**src/rtl/bcd_pkg.sv**
```systemverilog
// Shared definitions for the iterative double-dabble binary-to-BCD converter.
package bcd_pkg;

    localparam int unsigned BCD_DIGIT_W = 4;

    typedef enum logic [1:0] {
        IDLE  = 2'd0,
        SHIFT = 2'd1,
        DONE  = 2'd2
    } bcd_state_e;

    // Decimal digits needed for the largest magnitude the input can carry.
    function automatic int unsigned min_bcd_digits(input int unsigned width,
                                                   input bit          signed_mode);
        longint unsigned max_val;
        int unsigned     n;
        if (signed_mode) begin
            max_val = 64'd1 << (width - 1);
        end else begin
            max_val = (64'd1 << width) - 64'd1;
        end
        n = 1;
        while (max_val >= 64'd10) begin
            max_val = max_val / 64'd10;
            n++;
        end
        return n;
    endfunction

endpackage

```
**src/rtl/bcd_add3_digit.sv**
```systemverilog
// One double-dabble correction cell: a BCD digit of 5 or more gets +3 before the shift.
module bcd_add3_digit
    import bcd_pkg::*;
(
    input  logic [BCD_DIGIT_W-1:0] i_digit,
    output logic [BCD_DIGIT_W-1:0] o_digit
);

    always_comb begin
        o_digit = i_digit;
        if (i_digit >= 4'd5) begin
            o_digit = i_digit + 4'd3;
        end
    end

endmodule

```
**src/rtl/binary_to_bcd_converter_param.sv**
```systemverilog
// Iterative double-dabble binary-to-BCD converter, one bit per clock, with ready/done handshake.
// Signed inputs are converted as sign + magnitude.
module binary_to_bcd_converter_param
    import bcd_pkg::*;
#(
    parameter int unsigned BIN_WIDTH   = 8,
    parameter int unsigned DIGITS      = 3,
    parameter bit          SIGNED_MODE = 1'b0
) (
    input  logic                          clk,
    input  logic                          reset,
    input  logic                          start_conversion,
    input  logic [BIN_WIDTH-1:0]          binary_data,
    output logic                          ready,
    output logic                          end_of_conversion,
    output logic [BCD_DIGIT_W*DIGITS-1:0] bcd_data,
    output logic                          bcd_sign
);

    localparam int unsigned BCD_W = BCD_DIGIT_W * DIGITS;
    localparam int unsigned SR_W  = BCD_W + BIN_WIDTH;
    localparam int unsigned CNT_W = $clog2(BIN_WIDTH + 1);

    if (BIN_WIDTH < 2 || BIN_WIDTH > 32) begin : g_bad_width
        $error("BIN_WIDTH must lie in 2..32");
    end
    if (DIGITS < min_bcd_digits(BIN_WIDTH, SIGNED_MODE)) begin : g_bad_digits
        $error("DIGITS too small for BIN_WIDTH/SIGNED_MODE");
    end

    bcd_state_e         r_state;
    logic [SR_W-1:0]    r_shift;
    logic [CNT_W-1:0]   r_count;
    logic               r_sign;
    logic               r_ready;
    logic               r_eoc;
    logic [BCD_W-1:0]   r_bcd;
    logic               r_bcd_sign;

    logic [BCD_W-1:0]     w_adj_bcd;
    logic [SR_W-1:0]      w_adj_full;
    logic                 w_is_neg;
    logic [BIN_WIDTH-1:0] w_magnitude;
    logic                 w_accept;
    logic                 w_last;

    for (genvar g = 0; g < DIGITS; g++) begin : g_digit
        bcd_add3_digit u_add3 (
            .i_digit (r_shift[BIN_WIDTH + g*BCD_DIGIT_W +: BCD_DIGIT_W]),
            .o_digit (w_adj_bcd[g*BCD_DIGIT_W +: BCD_DIGIT_W])
        );
    end

    assign w_adj_full  = {w_adj_bcd, r_shift[BIN_WIDTH-1:0]};
    assign w_is_neg    = SIGNED_MODE && binary_data[BIN_WIDTH-1];
    // The most negative value negates to itself, which is its correct unsigned magnitude.
    assign w_magnitude = w_is_neg ? (BIN_WIDTH'(0) - binary_data) : binary_data;
    assign w_accept    = start_conversion && (r_state != SHIFT);
    assign w_last      = (r_count == CNT_W'(BIN_WIDTH - 1));

    always_ff @(posedge clk) begin
        if (reset) begin
            r_state    <= IDLE;
            r_shift    <= '0;
            r_count    <= '0;
            r_sign     <= 1'b0;
            r_ready    <= 1'b1;
            r_eoc      <= 1'b0;
            r_bcd      <= '0;
            r_bcd_sign <= 1'b0;
        end else begin
            r_eoc <= 1'b0;
            unique case (r_state)
                IDLE: ;
                SHIFT: begin
                    r_shift <= w_adj_full << 1;
                    r_count <= r_count + CNT_W'(1);
                    if (w_last) begin
                        r_state <= DONE;
                        r_ready <= 1'b1;
                    end
                end
                DONE: begin
                    r_bcd      <= r_shift[SR_W-1 -: BCD_W];
                    r_bcd_sign <= r_sign;
                    r_eoc      <= 1'b1;
                    r_state    <= IDLE;
                end
                default: r_state <= IDLE;
            endcase
            // A start taken in DONE overrides the return to IDLE (back-to-back).
            if (w_accept) begin
                r_shift <= {{BCD_W{1'b0}}, w_magnitude};
                r_sign  <= w_is_neg;
                r_count <= '0;
                r_ready <= 1'b0;
                r_state <= SHIFT;
            end
        end
    end

    assign ready             = r_ready;
    assign end_of_conversion = r_eoc;
    assign bcd_data          = r_bcd;
    assign bcd_sign          = r_bcd_sign;

endmodule

```
**config.mk**
```make
export PLATFORM = sky130hd
export DESIGN_NAME = binary_to_bcd_converter_param
export DESIGN_NICKNAME = d
export VERILOG_FILES = /design/src/rtl/bcd_pkg.sv /design/src/rtl/bcd_add3_digit.sv /design/src/rtl/binary_to_bcd_converter_param.sv
export SDC_FILE = /design/constraint.sdc
export NUM_CORES = 1
export LEC_CHECK = 0
export CAP_MARGIN = 10
export CELL_PAD_IN_SITES_DETAIL_PLACEMENT = 1
export CELL_PAD_IN_SITES_GLOBAL_PLACEMENT = 1
export CORE_UTILIZATION = 42
export DETAILED_ROUTE_END_ITERATION = 16
export PLACE_DENSITY_LB_ADDON = 0.12
export SYNTH_ARGS = -nofsm -noshare
export SYNTH_HDL_FRONTEND = slang
export SYNTH_SLANG_ARGS = --single-unit
```
**constraint.sdc**
```tcl
create_clock -name clk -period 3.57 [get_ports clk]
set_clock_uncertainty 0.05 [all_clocks]
set_input_delay 0.714 -clock clk [delete_from_list [all_inputs] [get_ports clk]]
set_output_delay 0.714 -clock clk [all_outputs]
set_load 0.01 [all_outputs]
```
==> impl_metrics.csv <==
group,metric,value,unit
clock_network,ctsHtreeMaxLevel,2,
synth,syn_nets,215,
detailed_routing,drt-total-wl,4.08,mm
sta,setup_slack,1.49,ns
worst_hold_path,holdPathEnd,"r_shift[8]",
critical_path,rr_startpoint,"r_state[1]",
sta,period_minus_slack,2.08,ns
power_and_ir_drop,p_leak,0.788,nW
synth,ys_seq_elements,40,
die,core,4090,um^2
sta,timing.fmax,480,MHz
cells_and_area,syn_to_final_growth,17.7,%
cells_and_area,stdcell_area,2150,um^2
global_routing,grt_pass1_vias,1535,
cells_and_area,fin_nets,236,
synth,ys_types,32,
synth,avgSynthCellArea,9.27,um^2
detailed_routing,via_per_inst,5.46,
global_routing,grt_antenna_before_repair,0,
critical_path,worstPathMaxFanout,13,
synth,ys.flop_type,"dfxtp_1",
placement,dp_slack,1.16,ns
die,rows,23,
global_routing,grt_max_degree,25,
sta,max_slew_margin,0.223,
clock_network,postCtsSetupRepairBufs,0,
clock_network,clkSlewWorstSetupHoldPaths,0.07,ns
sta,finalMaxSlewViolations,0,
clock_network,ctsRootBufferMaster,"clkbuf_8",
synth,async_reset_ff_frac,0,
outcome,status,"completed",
critical_path,endpoint_kind,"flop",
synth,synth-edff-count,0,
detailed_routing,drt_iter0_drc,78,
global_routing,grt_remaining_overflow,0,
synth,netlist_instances,197,
critical_path,reg2regPathDepth,3,
critical_path,critPathBufInv,1,
clock_network,clk_latency,0.29,ns
global_routing,grt_pass1_wl,6.88,mm
critical_path,rr_endpoint,"r_shift[10]",
worst_hold_path,holdCritPathClass,"flop to flop",
power_and_ir_drop,irDropWorstVdd,200,uV
cells_and_area,layout-drive-gt1-share,0.114,
sta,setup_viol,0,
placement,dp.final_hpwl,2.95,mm
synth,synth_area,1830,um^2
critical_path,required,3.75,ns
critical_path,critical_path.top_delay_family,"buffers and inverters",
die,die_area,4620,um^2
placement,port_buffers,24,
sta,setup_tns,0,ns
die,start_util,0.447,
sta,hold_viol,0,
critical_path,cp-start-kind,"input port",
power_and_ir_drop,p_per_area,392,nW/um^2
detailed_routing,wl_per_cell,15.2,um
worst_hold_path,whs_path_depth,2,
die,die_x,68.0,um
sta,min_period_over_period,0.584,
detailed_routing,route.vias.total,1468,
clock_network,ctsResizeCount,0,
clock_network,hold_buffers,0,
clock_network,clkSinkCount,40,
global_routing,grt_util_all_layers,0.203,
detailed_routing,drc,0,
detailed_routing,dr.pass1.iters,4,
placement,gp_congestion,0.740,
critical_path,slowest_stage,"clkdlybuf4s50_1",
die,ioPinCount,26,
cells_and_area,n_antenna_cell,0,
synth,yosysWarnings,0,
critical_path,critical_path_arrival,2.26,ns
detailed_routing,antenna_left,0,
critical_path,worstPathCellList,"clkdlybuf4s50_1 > nor3_4 > a22o_1",
critical_path,regToRegSetupSlack,1.66,ns
critical_path,crit_type,"input port to flop",
clock_network,cts_tree,"built",
die,die-height,68.0,um
sta,tightestPinTransition,1.17,ns
cells_and_area,fin_util,0.526,
sta,rsz0062_at_grt,"no",
clock_network,cts_made_buffers,5,
critical_path,crit_path_max_incr_delay,0.81,ns
placement,placed_area,2060,um^2
synth,ys_seq_area_frac,0.438,
run,maxCapViolCount,0,
clock_network,clk_path_buf_depth,2,
worst_hold_path,min-delay-start,"r_shift[7]",
-- power breakdown --
part | internal (W) | switching (W) | total [W] | leakage (nW)
Combinational | 0.0000318 | 0.0000414 | 0.0000732 | 0.418
Clock | 0.000158 | 0.000149 | 0.000306 | 0.0455
Sequential | 0.000457 | 0.00000720 | 0.000464 | 0.325
-- state kept, by name, indices dropped and copies added (netlist names) --
signal	flops
bcd_data	12
end_of_conversion	1
r_count	4
r_shift	20
r_state	2
ready	1
-- synthesized netlist by cell type (2+ instances only) --
cell / n / area, um^2
a211oi_2: 7 / 87.6
a21oi_1: 20 / 100
a21oi_2: 3 / 26.3
a22o_1: 8 / 70.1
buf_1: 2 / 7.51
buf_2: 4 / 20.0
buf_4: 3 / 22.5
buf_6: 3 / 33.8
dfxtp_1: 40 / 801
ha_1: 7 / 87.6
inv_1: 6 / 22.5
mux2i_1: 11 / 110
nand2_1: 29 / 109
nand2b_1: 8 / 50.1
nand3_1: 3 / 15.0
nor2_1: 11 / 41.3
nor2_2: 2 / 12.5
nor2b_1: 3 / 18.8
nor3_1: 3 / 15.0
nor3_2: 3 / 30.0
o21ai_0: 6 / 30.0
o21ai_1: 3 / 15.0
xnor2_1: 3 / 26.3
-- how the worst max path moves through the flow --
stage | startpoint | endpoint | slack [ns] | cells past startpoint
2_1_floorplan | reset | r_shift[10] | 2.17 | 3
3_3_place_gp | start_conversion | r_shift[12] | 1.22 | 3
3_5_place_dp | start_conversion | r_shift[10] | 1.16 | 3
4_1_cts | reset | r_shift[10] | 1.45 | 3
5_1_grt | start_conversion | r_shift[17] | 1.36 | 3
6_report | start_conversion | r_shift[10] | 1.49 | 3
-- placed cells by master, fill, tap and decap left out, drive strengths merged --
cell type,count
nand3b,1
nand4,1
xnor2,3
nor2,14
nor3b,1
a211oi,7
buf,2
nor2b,3
nand3,3
and4b,1
or3,1
nor3,7
conb,1
mux2i,11
inv,6
nand2,29
clkbuf,8
a21oi,23
dfxtp,40
a31oi,1
ha,7
clkdlybuf4s50,24
o21ai,9
a22o,8
nand2b,8
-- worst register-to-register path, cell delays in order (launching register included) --
cell	delay, ns
dfxtp_1	0.36
nand2b_1	0.90
nor2_2	0.23
a22o_1	0.26
-- per-stage QoR --
step,std cells,total power (W),hold slack [ns]
floorplan,197,0.000527,0.381
global placement,261,0.000545,0.397
detailed placement,261,0.000548,0.402
CTS,269,0.000851,0.411
global route,269,0.000880,0.434
finish,269,0.000844,0.407
-- per-layer routing --
layer  vias up  share of wire  global-route usage
met1       721           0.45               0.245
met5         -              0                   0
li1        716              -                   -
met4         0          0.017              0.0833
met3         9          0.029              0.0417
met2        22           0.50               0.346
-- cell families after synthesis --
kind of cell	count (synthesis)	share of synthesized area
multiplexers	11	0.0603
adder cells (fa/ha/maj)	7	0.0479
XOR/XNOR	3	0.0144
buffers and inverters	18	0.0582
AND/OR/NAND/NOR	69	0.195
flip-flops	40	0.438
other	1	0.00205
AO/OA/AOI/OAI	48	0.184
-- final cells by class --
class	count	area, um^2
clock buffer	8	90.1
sequential	40	801
multi-input combinational	139	920
timing repair buffer	26	255
tap	50	62.6
fill	482	1940
inverter	6	22.5
Power figures use the tool's default switching activity.
